$ cat config.mk
export PLATFORM = sky130hd
export DESIGN_NAME = mdlu_sequencer
export DESIGN_NICKNAME = d
export VERILOG_FILES = /design/src/rtl/mdlu_sequencer.sv
export SDC_FILE = /design/constraint.sdc
export NUM_CORES = 1
export LEC_CHECK = 0
export BUFFER_PORTS_ARGS = -buffer_cell sky130_fd_sc_hd__buf_2
export CAP_MARGIN = 40
export CORE_UTILIZATION = 40
export DETAILED_ROUTE_END_ITERATION = 6
export MAX_ROUTING_LAYER = met4
export PLACE_DENSITY = 0.57
export REMOVE_ABC_BUFFERS = 1
export SYNTH_ARGS = -nofsm -noshare
export SYNTH_HDL_FRONTEND = slang
export SYNTH_SLANG_ARGS = --single-unit
$ cat constraint.sdc
create_clock -name clk -period 3.49 [get_ports clk]
set_clock_uncertainty 0.2 [all_clocks]
set_input_delay 0.1745 -clock clk [delete_from_list [all_inputs] [get_ports clk]]
set_output_delay 0.1745 -clock clk [all_outputs]
set_load 0.1 [all_outputs]
$ cat src/rtl/mdlu_sequencer.sv
// mdlu_sequencer: multi-cycle multiply/divide controller for the execute stage.
// Runs radix-2 shift-add MULT/MULTU and restoring DIV/DIVU, stalls the pipe
// while busy, then pulses hiLoWrite with the HI/LO results.
// Ports: clk, reset (async, active-low), start, op[1:0] (00 MULT, 01 MULTU,
//   10 DIV, 11 DIVU), operandA/operandB, flush (sync abort) ->
//   busy, stall, done, hiLoWrite, hiOut, loOut, divByZero.
// Build option: MDSEQ_EARLY_OUT_EN lets zero-operand multiplies and
//   divide-by-zero go straight from IDLE to DONE.
module mdlu_sequencer #(
    parameter int WIDTH = 32
) (
    input  logic             clk,
    input  logic             reset,
    input  logic             start,
    input  logic [1:0]       op,
    input  logic [WIDTH-1:0] operandA,
    input  logic [WIDTH-1:0] operandB,
    input  logic             flush,
    output logic             busy,
    output logic             stall,
    output logic             done,
    output logic             hiLoWrite,
    output logic [WIDTH-1:0] hiOut,
    output logic [WIDTH-1:0] loOut,
    output logic             divByZero
);

    localparam int CW = $clog2(WIDTH + 2);

    typedef enum logic [1:0] {IDLE, RUN, FIX, DONE} stateT;

    stateT state, nextState;

    logic [1:0]         opReg;
    logic [WIDTH-1:0]   aMag, bMag, aRaw;
    logic               signA, signB, bZero;
    logic [CW-1:0]      count;
    logic [2*WIDTH-1:0] acc;

    logic               aNeg, bNeg, accept, earlyOut, writeRes;
    logic [WIDTH-1:0]   magA, magB;

    // Sign handling only applies to the signed ops (op[0]==0).
    assign aNeg = ~op[0] & operandA[WIDTH-1];
    assign bNeg = ~op[0] & operandB[WIDTH-1];
    assign magA = aNeg ? -operandA : operandA;
    assign magB = bNeg ? -operandB : operandB;

    assign accept = (state == IDLE) & start & ~flush;

`ifdef MDSEQ_EARLY_OUT_EN
    assign earlyOut = op[1] ? (operandB == '0)
                            : ((operandA == '0) | (operandB == '0));
`else
    assign earlyOut = 1'b0;
`endif

    assign busy      = (state == RUN) | (state == FIX);
    assign stall     = busy | accept;
    assign done      = (state == DONE);
    assign hiLoWrite = done;

    always_ff @(posedge clk or negedge reset) begin
        if (!reset) state <= IDLE;
        else        state <= nextState;
    end

    always_comb begin
        nextState = state;
        writeRes  = 1'b0;
        unique case (state)
            IDLE: if (accept) begin
                nextState = earlyOut ? DONE : RUN;
                writeRes  = earlyOut;
            end
            RUN:  if (count == CW'(WIDTH)) nextState = FIX;
            FIX:  begin
                nextState = DONE;
                writeRes  = 1'b1;
            end
            DONE: nextState = IDLE;
        endcase
        if (flush) begin
            nextState = IDLE;
            writeRes  = 1'b0;
        end
    end

    // One iteration of each algorithm on the shared {hi,lo} accumulator.
    logic [WIDTH:0]     mulSum, remShift, remDiff;
    logic [2*WIDTH-1:0] mulStep, divStep;

    assign mulSum   = {1'b0, acc[2*WIDTH-1:WIDTH]}
                    + (acc[0] ? {1'b0, bMag} : '0);
    assign mulStep  = {mulSum, acc[WIDTH-1:1]};
    assign remShift = acc[2*WIDTH-1:WIDTH-1];
    assign remDiff  = remShift - {1'b0, bMag};
    assign divStep  = remDiff[WIDTH]
                    ? {remShift[WIDTH-1:0], acc[WIDTH-2:0], 1'b0}
                    : {remDiff[WIDTH-1:0], acc[WIDTH-2:0], 1'b1};

    logic               negQ, negR;
    logic [WIDTH-1:0]   quot, rem, resHi, resLo;
    logic [2*WIDTH-1:0] prod;
    logic               resDz;

    assign negQ = signA ^ signB;
    assign negR = signA;
    assign quot = negQ ? -acc[WIDTH-1:0] : acc[WIDTH-1:0];
    assign rem  = negR ? -acc[2*WIDTH-1:WIDTH] : acc[2*WIDTH-1:WIDTH];
    assign prod = negQ ? -acc : acc;

    always_comb begin
        resHi = '0;
        resLo = '0;
        resDz = 1'b0;
        if (state == IDLE) begin
            // Early-out only: divides here always have a zero divisor.
            resDz = op[1];
            resHi = op[1] ? operandA : '0;
            resLo = op[1] ? '1 : '0;
        end else if (opReg[1]) begin
            if (bZero) begin
                resDz = 1'b1;
                resHi = aRaw;
                resLo = '1;
            end else begin
                resHi = rem;
                resLo = quot;
            end
        end else begin
            {resHi, resLo} = prod;
        end
    end

    always_ff @(posedge clk or negedge reset) begin
        if (!reset) begin
            opReg     <= '0;
            aMag      <= '0;
            bMag      <= '0;
            aRaw      <= '0;
            signA     <= 1'b0;
            signB     <= 1'b0;
            bZero     <= 1'b0;
            count     <= '0;
            acc       <= '0;
            hiOut     <= '0;
            loOut     <= '0;
            divByZero <= 1'b0;
        end else begin
            if (state == IDLE) begin
                count <= '0;
                if (accept) begin
                    opReg <= op;
                    aMag  <= magA;
                    bMag  <= magB;
                    aRaw  <= operandA;
                    signA <= aNeg;
                    signB <= bNeg;
                    bZero <= (operandB == '0);
                end
            end else if (state == RUN) begin
                // First RUN cycle seeds the accumulator; WIDTH steps follow.
                if (count == '0)   acc <= {{WIDTH{1'b0}}, aMag};
                else if (opReg[1]) acc <= divStep;
                else               acc <= mulStep;
                count <= count + 1'b1;
            end
            if (writeRes) begin
                hiOut     <= resHi;
                loOut     <= resLo;
                divByZero <= resDz;
            end
        end
    end

endmodule

======== Yosys cells after proc, flatten, opt, wreduce, memory -nomap -nowiden ========
Cells that the tools add are included.
storage, ports and cells
  register bits after elaboration ......... 238
  bits in latches ......................... 0
  bits in writable memories ............... 0
  ROM bits ................................ 0
  input bits .............................. 70
  output and inout port bits .............. 69
  word-level logic and storage cells ...... 72
  memories ................................ 0
operators by class
  $add $sub $neg .......................... 8
  multiply operators ...................... 0
  div/mod/pow operators ................... 0
  order comparisons ....................... 0
  eq/ne operators ......................... 6
  shift-type cells ........................ 0
  mux-type cells .......................... 28
  bitwise operators ....................... 10
  reductions and logical operators ........ 7
operators by type and width
  kind                                                  count
  two-way mux 32 bit                                    13
  two-way mux 64 bit                                    4
  negation 32 bit                                       4
  negation 64 bit                                       1
  adder 32 x 32 -> 33 bit                               1
  subtractor 33 x 32 -> 33 bit                          1
  logical NOT 32 bit                                    1
  two-way mux 6 bit                                     2
  case mux 2 bit (4 select lines)                       1
  adder 6 x 1 -> 6 bit (second input constant)          1
  equality test 6 bit (second input constant)           1
  logical NOT 6 bit                                     1
  two-way mux 2 bit                                     3
  AND reduction 2 bit                                   3
  two-way mux 1 bit                                     5
  AND 1 bit                                             4
  equality test 2 bit (second input constant)           2
  != test 3 x 2 -> 1 bit (second input constant)        1
  != test 3 bit (second input constant)                 1
  NOT 1 bit                                             3
  equality test 2 x 1 -> 1 bit (second input constant)  1
  logical NOT 2 bit                                     1
  bitwise OR 1 bit                                      2
  nonzero test 2 bit                                    1
  bitwise XOR 1 bit                                     1

======== Longest topological paths before layout ========
Gate-level depths: netlist (run 1).
  depth in word-level cells ............... 6
  mapped depth ............................ 15
  gate-level depth less buffers ........... 14

======== Worst setup path before layout (run 1) ========
OpenSTA, ideal clock, no wires.
  path kind ............................... register -> register
  start point ............................. register acc[0]
  end point ............................... register hiOut[16]
  library setup time ...................... 0.083 ns
  arrival ................................. 3.190 ns
  required time ........................... 3.207 ns
  path slack .............................. 0.018 ns
  cell stages (with the launch flop) ...... 15
  buffers on the path ..................... 2
  period minus slack after synthesis ...... 3.472 ns
  cells stage by stage .................... dfrtp_1 inv_1 clkbuf_1 ha_1 nor3b_1 nand3_1 or3_1 or2_1 buf_2 o21ai_0 xnor2_1 nor2_1 a211oi_1 a21oi_1 o21ai_0
between the ends
  longest elaborated chain between the ends .. 4
ends and longest elaborated chain
  element                 line  source
  from (decl)             38    logic [2*WIDTH-1:0] acc;
  from (signal assigned)  164   if (count == '0) acc <= {{WIDTH{1'b0}}, aMag};
  from (signal assigned)  165   else if (opReg[1]) acc <= divStep;
  from (signal assigned)  166   else acc <= mulStep;
  negation 64 bit         111   assign prod = negQ ? -acc : acc;
  two-way mux 64 bit      111
  two-way mux 32 bit      122   end else if (opReg[1]) begin
  two-way mux 32 bit      117   if (state == IDLE) begin
  to (signal assigned)    170   hiOut <= resHi;
  to (decl)               23    output logic [WIDTH-1:0] hiOut,
Every way passes these cells.
A chain may end at the register's enable or synchronous reset.

======== Worst setup path in the final report (run 1) ========
  start point ............................. register acc[0]
  end point ............................... register acc[62]
between the ends
  longest elaborated chain between the ends .. 4
ends and longest elaborated chain
  element                  line  source
  two-way mux 32 bit       94    + (acc[0] ? {1'b0, bMag} : '0);
  adder 32 x 32 -> 33 bit  94
  two-way mux 64 bit       165
  two-way mux 64 bit       164
Every way passes these cells.

==> results of run 1 <==
worst min-delay path: cells and delay by family:
kind	cells	cell delay, ns
buf+inv	3	1.05
layout make-up:
type	instances	area [um^2]	share of cell area (%)
well taps	585	732	3.22
clock inverters	18	228	1.00
flip-flops and latches	236	5910	26.0
clock buffers	37	827	3.64
repair buffers	458	3520	15.5
diodes	1	2.50	0.0110
inverters	81	304	1.34
multi-input cells	1750	11200	49.3
stage by stage:
step           setup TNS (ns)  worst slack [ns]  cell area, um^2
5_1_grt                -0.190           -0.0751            22700
3_3_place_gp            -1.17            -0.172            20200
2_1_floorplan         -261.92             -3.12            17100
6_report                    0            0.0699            22800
3_5_place_dp            -1.88            -0.158            20300
4_1_cts                     0           0.00776            22400
metal layers:
layer,wire [um],vias to the layer above
met5,0,-
met4,1750,0
met3,3000,111
met2,30200,470
met1,27600,8420
li1,-,8534
logic make-up (layout without fill, tap and decap cells):
kind of cell / count (synthesis) / in the layout / share of synthesized area (%)
flops: 236 / 236 / 33.4
xor+xnor: 173 / 173 / 8.58
buf+inv: 224 / 594 / 4.89
fa+ha+maj: 76 / 76 / 5.47
simple gates: 737 / 737 / 18.8
compound gates: 671 / 671 / 23.4
mux: 93 / 93 / 5.47
other cells: 0 / 1 / 0
cell usage after synthesis (30+ instances only):
cell        n
nor3_1     35
a21oi_1   157
nor2_1    188
nand2_1   332
o21ai_0   242
clkbuf_1  126
dfrtp_1   236
nand3_1    30
ha_1       74
a21o_1     33
xor2_1     59
mux2i_1    64
inv_1      81
xnor2_1   114
final timing paths:
| path | startpoint | to | cells after the start |
|---|---|---|---|
| max in group asynchronous | reset | bMag[24] | 3 |
| worst min-delay path | reset | aRaw[18] | 3 |
| worst min register to register | bMag[2] | bMag[2] | 2 |
| worst max register to register | acc[0] | acc[62] | 15 |
| worst max-delay path | acc[0] | acc[62] | 15 |
| min in group clk | operandA[7] | aRaw[7] | 4 |
sequential cells by signal (all words and copies together), names as in the netlist:
name and flops:
aMag 32, aRaw 31, acc 64, bMag 32, bZero 1, count 6
divByZero 1, hiOut 32, loOut 32, negR 1, opReg 1, signB 1
state 2
power breakdown:
group          total [mW]  switching, mW  internal [mW]  leakage (nW)
registers            4.83          0.933           3.89          2.98
clock network        3.33           1.35           1.98         0.520
logic                16.6           10.6           6.00          6.97
total                24.7           12.8           11.9          10.5
repair_timing:
item                                    4_1_cts  5_1_grt
endpoints found under the setup margin       32       44
hold buffers                                 95        0
pin swaps                                     8       26
buffers inserted                              1       15
cloned                                        1        0
gates resized for setup                      16       56
endpoints found under the hold margin       370        0
==> run summary, run 1 <==
EDFF count, synth -> 0
Mapped Area -> 17,700 um^2
Asr flop ratio synth -> 100%
Clk Latency, worst-skew pair -> 0.60 ns
Die width -> 212 um
Crit. End Element -> flop
Distinct cells, synth -> 77
Hpwl dp -> 46,200 um
TritonCTS buffer count -> 30
Worst-Margin Slew -> 0.799 ns
Pin count of the biggest net entering global routing -> 75
Leak -> 10.5 nW
CP Buf/Inv Count -> 3
FP Rows -> 76
Post-synth top area share -> 33.4%
Crit path max-delay family -> compound AO/OA/AOI/OAI gates
GR Overflow Total -> 0
Ranking of synthesized cells by area -> dfrtp_1 33%, nand2_1 7.1%, o21ai_0 6.9%, xnor2_1 5.7%, ha_1 5.2%
ANT nets after route -> 0
DR DRC count -> 0
Number of global-route vias before repair -> 17,300
Commonest non-fill, non-tap cell in the layout -> nand2_1
Area Growth Syn to Fin -> 28.8%
Ys Warns -> 0
CTS clk-pin slew, worst paths -> 0.06 ns
Hold WS -> 0.0637 ns
Busiest metal layer after global routing -> met2
Achievable Freq -> 292 MHz
Post-synthesis sequential area ratio -> 33.4%
CTS H-tree depth -> 1
CTS tree -> built
Startpoint types -> flop
Post-synthesis cell type with the largest combined area -> dfrtp_1
Crit-path slowest cell -> dfrtp_1
Met3 Usage GRT -> 2.88%
Clk buf depth -> 3
First-pass GRT wire length -> 97,700 um
Port Buffers -> 138
Yosys reg bits -> 236
GR Layer Usage met2 -> 48.6%
Fin nets -> 2,703
Ports -> 139
DR pass1 iterations -> 5
Min-delay worst type -> in -> async
Largest stage delay, worst path -> 0.42 ns
Die height -> 212 um
Met1 Use GR -> 36.5%
Hold Vio Cnt, Final -> 0
CP arrival -> 3.70 ns
Initial cell density of the core -> 40.7%
Total Wirelength -> 62,500 um
Unrepaired setup endpoints after global routing -> true
Fillers -> 4,214
Max Slew Vio Count -> 0
Slew HR -> 46.2%
Initial antenna violation count -> 0
Mean Syn Cell Area -> 7.99 um^2
Tot Pwr -> 24.7 mW
Cell Chain, Critical Path -> inv_2 -> buf_12 -> nor2_1 -> ha_1 -> o211ai_1 -> o211a_1 -> o2111ai_2 -> a41o_1 -> a31oi_1 -> buf_4 -> nor3_1 -> nor3_2 -> xor2_1 -> o22ai_1 -> a211o_1
Tot GR Track Use -> 28.7%
Drt wl/cell -> 19.7 um
Setup violations, final -> 0
Via count -> 17,500
Clock Root Buffer -> clkbuf_16
Worst VDD drop -> 0.857 mV
Finished Layout Cells -> 3,166
Reg2Reg Setup Slack -> 0.07 ns
Period utilisation layout -> 98.0%
Clock sinks -> 236
Max-cap viol count -> 0
Core area -> 43,400 um^2
Crit path time final -> 3.42 ns
Vias per inst -> 5.54
Crit Path Category -> reg -> reg
Die ar. -> 45,000 um^2
Share of cells above drive strength 1 -> 20.4%
Syn Inst Count -> 2,210
Final core occ -> 52.5%
Critical Path RT -> 3.77 ns
Primary FF master, synth -> dfrtp_1
Commonest non-fill, non-tap cells in the layout -> 330 x nand2_1, 235 x o21ai_0, 234 x dfrtp_1
GPL Wtd Cong -> 0.951
CP max FO -> 7
PwrDens -> 1090 nW/um^2
Status -> complete, no violations
Placed Instances -> 2,998
DRT iter0 DRCs -> 1,009
No activity file was read; power rests on OpenSTA's default activity.
==> run 2, diff against run 1 <==
--- a/config.mk
+++ b/config.mk
@@ -10,7 +10,7 @@
 export CORE_UTILIZATION = 40
 export DETAILED_ROUTE_END_ITERATION = 6
 export MAX_ROUTING_LAYER = met4
-export PLACE_DENSITY = 0.57
+export PLACE_DENSITY = 0.55
 export REMOVE_ABC_BUFFERS = 1
 export SYNTH_ARGS = -nofsm -noshare
 export SYNTH_HDL_FRONTEND = slang
==> constraint.sdc (replaced) <==
create_clock -name clk -period 4 [get_ports clk]
set_clock_uncertainty 0.2 [all_clocks]
set_input_delay 0.2 -clock clk [delete_from_list [all_inputs] [get_ports clk]]
set_output_delay 0.2 -clock clk [all_outputs]
set_load 0.1 [all_outputs]
==> run 2 against run 1 <==
Critical path depth decreased by 3. Global-route usage down 1.2 points. Via count decreased by 3.4%. Clock-buffer cell count grew 6. Sequential power decreased by 10%. Largest power group unchanged. Wire length shrank 3.4%. Cell count down 4.4%. Fmax decreased by 9.0%.
==> run summary, run 2 (synthesis results as in run 1) <==
Status -> complete, no violations
DP Worst Slack -> 0.204 ns (+0.362 ns)
GPL Wtd Cong -> 0.977 (+2.7%)
Crit-path slowest cell -> dfrtp_1
Critical Path RT -> 4.31 ns (+0.54 ns)
DRT iter0 DRCs -> 1,036 (+2.7%)
Cell Chain, Critical Path -> inv_1 -> fa_1 -> nand2b_1 -> a211oi_1 -> o21ai_0 -> nand2_1 -> a41oi_1 -> o21ai_1 -> a31oi_1 -> or4_1 -> a21boi_0 -> a211o_1
ANT nets after route -> 0 (unchanged)
FP Rows -> 76 (unchanged)
GR Overflow Total -> 0 (unchanged)
DR DRC count -> 0 (unchanged)
Crit path time final -> 3.76 ns (+0.337 ns)
Hpwl dp -> 44,400 um (-4.1%)
Initial antenna violation count -> 0 (unchanged)
Crit Path Category -> reg -> reg
DR pass1 iterations -> 5 (unchanged)
Unrepaired setup endpoints after global routing -> false
Max-cap viol count -> 0 (unchanged)
Core area -> 43,400 um^2 (unchanged)
Clk buf depth -> 3 (unchanged)
Fin nets -> 2,569 (-5.0%)
Worst VDD drop -> 0.645 mV (-25%)
Post-route setup slack -> 0.243 ns (+0.173 ns)
Finished Layout Cells -> 3,027 (-4.4%)
Vias per inst -> 5.60 (+1.0%)
Die height -> 212 um (unchanged)
PwrDens -> 948 nW/um^2 (-13%)
CTS clk-pin slew, worst paths -> 0.06 ns (about the same)
CP Buf/Inv Count -> 1 (-2)
Share of cells above drive strength 1 -> 13.8% (-6.5 points)
Ports -> 139 (unchanged)
Via count -> 16,900 (-3.4%)
TritonCTS buffer count -> 30 (unchanged)
Max Slew Vio Count -> 0 (unchanged)
ANT cells -> 0 (-1)
CTS tree -> built
Commonest non-fill, non-tap cells in the layout -> 332 x nand2_1, 241 x o21ai_0, 235 x dfrtp_1
Tot GR Track Use -> 27.5% (-1.2 points)
Clock sinks -> 236 (unchanged)
Commonest non-fill, non-tap cell in the layout -> nand2_1
CTS H-tree depth -> 1 (unchanged)
Slew HR -> 40.0% (-6.2 points)
Area Growth Syn to Fin -> 20.2%
Pin count of the biggest net entering global routing -> 93 (+24%)
CP max FO -> 9 (+2)
Initial cell density of the core -> 40.7% (unchanged)
Min-delay worst type -> in -> async
First-pass GRT wire length -> 93,900 um (-3.9%)
Clk Latency, worst-skew pair -> 0.57 ns (-0.03 ns)
Die width -> 212 um (unchanged)
Hold Vio Cnt, Final -> 0 (unchanged)
Drt wl/cell -> 19.9 um (+1.0%)
Biggest register -> acc
Achievable Freq -> 266 MHz (-9.0%)
WL met1 -> 27,200 um (-1.4%)
Startpoint types -> flop
CP startpoint -> acc[32]
CP arrival -> 4.07 ns (+0.37 ns)
Met2 wire length -> 28,400 um (-5.7%)
Total Wirelength -> 60,300 um (-3.4%)
Placed Instances -> 2,888 (-3.7%)
Crit. End Element -> flop
Clock Root Buffer -> clkbuf_16
Die ar. -> 45,000 um^2 (unchanged)
Leak -> 9.68 nW (-7.5%)
Worst R2R Start -> acc[32]
Setup violations, final -> 0 (unchanged)
Crit path max-delay family -> compound AO/OA/AOI/OAI gates
Port Buffers -> 138 (unchanged)
Largest stage delay, worst path -> 0.53 ns (+0.11 ns)
Highest metal used -> met4
Number of flip-flops in the largest register -> 64 (unchanged)
Met3 routed WL -> 3120 um (+4.1%)
Worst-Margin Slew -> 0.900 ns (+0.101 ns)
Number of global-route vias before repair -> 16,600 (-4.0%)
Period utilisation layout -> 93.9% (-4.1 points)
run 2: cell count changes in the layout (fill, tap and decap cells not counted), moves of 5 or more:
cell	before	now
o21ai_0	235	241
o21ai_1	16	11
dlygate4sd3_1	94	88
buf_12	10	4
buf_4	211	91
a21oi_2	10	1
a21oi_1	146	156
run 2: what timing repair did:
item / in CTS / in global routing
setup buffers: 0 / 0
resized for setup: 0 / 3
hold endpoints to repair: 222 / 0
hold buffers: 88 / 0
endpoints found under the setup margin: 0 / 5
run 2: worst paths after layout:
kind / to / slack (ns) / cells past startpoint
max in group asynchronous: acc[59] / 2.49 / 3
worst max register to register: acc[62] / 0.24 / 12
worst min register to register: aRaw[31] / 0.27 / 2
min in group clk: state[1] / 0.24 / 3
worst max-delay path: acc[62] / 0.24 / 12
worst min-delay path: loOut[6] / 0.07 / 2
run 2: power by group:
part | internal [mW] | leakage [nW] | switching [mW]
Clock | 1.57 | 0.466 | 1.09
Sequential | 3.40 | 2.98 | 0.945
Combinational | 4.34 | 6.23 | 8.80
run 2: worst reg2reg max path, cell delays in order, from the launching register on:
cell and delay (ns):
dfrtp_1 0.53, inv_1 0.16, fa_1 0.46, nand2b_1 0.18, a211oi_1 0.34, o21ai_0 0.27
nand2_1 0.20, a41oi_1 0.18, o21ai_1 0.27, a31oi_1 0.18, or4_1 0.41, a21boi_0 0.20
a211o_1 0.13
run 2: stage by stage:
step / utilization (%) / power, mW / cell area, um^2 / TNS, ns / hold WS [ns]
3_5_place_dp: 44.7 / 17.3 / 19400 / 0 / 0.0865
6_report: 49.0 / 20.1 / 21200 / 0 / 0.0681
5_1_grt: 49.0 / 21.5 / 21200 / 0 / 0.116
3_3_place_gp: 44.6 / 17.2 / 19400 / 0 / 0.0804
4_1_cts: 48.9 / 20.1 / 21200 / 0 / 0.0689
2_1_floorplan: - / 13.6 / 17100 / -162.58 / -0.296
run 2: metal layers:
layer	track usage, %	up-vias
met5	-	-
met4	7.45	0
met3	2.47	93
met2	45.6	487
met1	35.8	8106
li1	-	8253
run 2: cell type report:
cell class / count / area [um^2]
fill: 4288 / 22100
tap: 585 / 732
clock inverter: 8 / 70.1
timing repair buffer: 324 / 2390
sequential: 236 / 5910
multi-input combinational: 1750 / 10900
inverter: 81 / 304
clock buffer: 43 / 881
==> run 3, diff against run 2 <==
--- a/config.mk
+++ b/config.mk
@@ -7,10 +7,10 @@
 export LEC_CHECK = 0
 export BUFFER_PORTS_ARGS = -buffer_cell sky130_fd_sc_hd__buf_2
 export CAP_MARGIN = 40
-export CORE_UTILIZATION = 40
+export CORE_UTILIZATION = 50
 export DETAILED_ROUTE_END_ITERATION = 6
 export MAX_ROUTING_LAYER = met4
-export PLACE_DENSITY = 0.55
+export PLACE_DENSITY = 0.66
 export REMOVE_ABC_BUFFERS = 1
 export SYNTH_ARGS = -nofsm -noshare
 export SYNTH_HDL_FRONTEND = slang
==> run 3 against run 2 <==
Die area fell by 20%. Non-clock buffer count up 10. Sequential share of layout area increased by 0.097 points. Setup slack lost 0.022 ns. Cell count decreased by 3.9%. Clock-buffer cell count is 2 lower. Clock power increased by 2%. Register-to-register slack got worse by 0.02 ns. Fmax fell by 0.58%. Critical endpoint unchanged. Largest cell class unchanged.
==> run summary, run 3 (synthesis results as in run 1) <==
Reg2reg path depth -> 16 (+4)
Ports -> 139 (unchanged)
Die ar. -> 36,100 um^2 (-20%)
Clock Root Buffer -> clkbuf_16
Max Slew Vio Count -> 0 (unchanged)
Comb pwr share -> 65.1% (about the same)
Worst VDD drop -> 0.792 mV (+23%)
Commonest non-fill, non-tap cells in the layout -> 332 x nand2_1, 242 x o21ai_0, 233 x dfrtp_1
Clk Latency, worst-skew pair -> 0.56 ns (about the same)
Power share of the clock group -> 13.4% (+0.2 points)
Total Wirelength -> 56,800 um (-5.9%)
Crit-path slowest cell -> dfrtp_1
Post-route setup slack -> 0.221 ns (-0.0218 ns)
First-pass GRT wire length -> 90,800 um (-3.3%)
Number of flip-flops in the largest register -> 64 (unchanged)
DR DRC count -> 0 (unchanged)
TritonCTS buffer count -> 29 (-3.3%)
GR Overflow Total -> 0 (unchanged)
Reg2Reg Setup Slack -> 0.22 ns (-0.02 ns)
CP Buf/Inv Count -> 4 (+3)
Crit path max-delay family -> compound AO/OA/AOI/OAI gates
Fin nets -> 2,578 (+0.35%)
Crit. End Element -> flop
Min-delay worst type -> in -> async
CTS clk-pin slew, worst paths -> 0.06 ns (about the same)
Initial antenna violation count -> 0 (unchanged)
Tot GR Track Use -> 32.5% (+5.1 points)
Die width -> 190 um (-10%)
CTS H-tree depth -> 1 (unchanged)
CP arrival -> 4.01 ns (-0.06 ns)
Hold Vio Cnt, Final -> 0 (unchanged)
Placed Instances -> 2,767 (-4.2%)
Unrepaired setup endpoints after global routing -> false
ANT nets after route -> 0 (unchanged)
Internal power -> 9.38 mW (+0.75%)
Reg power frac -> 21.4% (-0.2 points)
Post-CTS Setup Inserts -> 0 (unchanged)
Via count -> 17,200 (+1.6%)
Die height -> 190 um (-10%)
Hpwl dp -> 41,600 um (-6.2%)
WP depth -> 16 (+4)
Critical Path End -> acc[62]
Startpoint types -> flop
Initial cell density of the core -> 51.0% (+10 points)
Commonest non-fill, non-tap cell in the layout -> nand2_1
Vias per inst -> 5.92 (+5.7%)
Worst-Margin Slew -> 0.969 ns (+0.0691 ns)
Setup violations, final -> 0 (unchanged)
Pin count of the biggest net entering global routing -> 123 (+32%)
GPL Wtd Cong -> 0.983 (+0.63%)
Sw power -> 10.7 mW (-0.97%)
Number of global-route vias before repair -> 16,700 (+0.34%)
Core area -> 34,600 um^2 (-20%)
PwrDens -> 950 nW/um^2 (+0.13%)
Crit path time final -> 3.78 ns (+0.0218 ns)
CP max FO -> 14 (+5)
ANT cells -> 0 (unchanged)
Largest stage delay, worst path -> 0.41 ns (-0.12 ns)
Switching portion of total power -> 53.4% (-0.43 points)
CP startpoint -> acc[0]
Drt wl/cell -> 19.5 um (-2.1%)
Critical Path RT -> 4.23 ns (-0.08 ns)
Setup TNS -> 0 ns (unchanged)
Status -> complete, no violations
DR pass1 iterations -> 5 (unchanged)
Achievable Freq -> 265 MHz (-0.58%)
Slew HR -> 35.4% (-4.6 points)
Clock sinks -> 236 (unchanged)
DRT iter0 DRCs -> 1,249 (+21%)
Finished Layout Cells -> 2,910 (-3.9%)
Port Buffers -> 138 (unchanged)
Critical R2R Capture -> acc[62]
CTS tree -> built
DP Worst Slack -> 0.0170 ns (-0.187 ns)
Cell Chain, Critical Path -> inv_1 -> buf_12 -> nor2_1 -> ha_1 -> buf_4 -> o21a_1 -> nor2_1 -> o2111ai_1 -> a41o_1 -> a31oi_1 -> buf_4 -> nor3_1 -> nor3_1 -> xor2_1 -> o22ai_1 -> a211o_1
Max-cap viol count -> 0 (unchanged)
Worst R2R Start -> acc[0]
Period utilisation layout -> 94.5% (+0.54 points)
Crit Path Category -> reg -> reg
FP Rows -> 68 (-11%)
Leak -> 9.74 nW (+0.59%)
Biggest register -> acc
Share of cells above drive strength 1 -> 14.5% (+0.66 points)
Area Growth Syn to Fin -> 19.8%
Clk buf depth -> 3 (unchanged)
==> run 3: cell types whose count changed in the layout (fill, tap and decap cells not counted), moves of 2 or more <==
cell,delta
clkbuf_8,+2
clkbuf_1,-2
buf_4,+11
clkbuf_16,-2
clkinv_2,+3
dfrtp_1,-2
dfrtp_2,+2
buf_8,-2
==> run 3: final cells by class <==
type                       count  area, um^2
clock inverter                13         124
fill                        3134       13500
sequential                   236        5910
multi-input combinational   1750       11000
timing repair buffer         334        2450
clock buffer                  41         851
inverter                      81         304
tap                          455         569
==> run 3: repair_timing <==
action                     4_1_cts  5_1_grt
setup endpoints to repair        1        9
resized for setup                1        4
hold buffers                    89        0
hold endpoints to repair       251        0
gates cloned                     0        0
==> run 3: power groups by stage <==
stage               Combinational, mW  Sequential, mW  Clock, mW
floorplan                        7.21            6.37          0
global placement                 12.7            4.29          0
detailed placement               12.8            4.33          0
CTS                              13.0            4.30       2.73
global route                     14.1            4.45       2.83
finish                           13.1            4.31       2.70
==> run 3: worst min path at each step <==
| stage | start | to | slack, ns |
|---|---|---|---|
| after floorplan | reset | aMag[0] | -0.30 |
| final | reset | loOut[3] | 0.10 |
| after CTS | reset | loOut[7] | 0.18 |
| after global routing | reset | loOut[3] | 0.23 |
| after detailed placement | reset | loOut[7] | 0.18 |
| after global placement | reset | loOut[3] | 0.18 |
==> run 3: layer usage <==
metal  track usage, %  up-vias  part of all wire, %
li1                 -     8288                    -
met1             41.9     8187                   44
met2             54.3      629                   48
met3             3.04      110                  5.8
met4             9.34        0                  2.7
met5                -        -                    0
==> run 3: per-stage QoR <==
stage | util, % | instance area (um^2) | hold WS [ns] | power (mW)
after floorplan | - | 17100 | -0.296 | 13.6
after global placement | 55.6 | 19300 | 0.181 | 17.0
final | 61.1 | 21200 | 0.104 | 20.1
after CTS | 61.1 | 21200 | 0.178 | 20.0
after detailed placement | 55.7 | 19300 | 0.176 | 17.1
after global routing | 61.1 | 21200 | 0.231 | 21.4
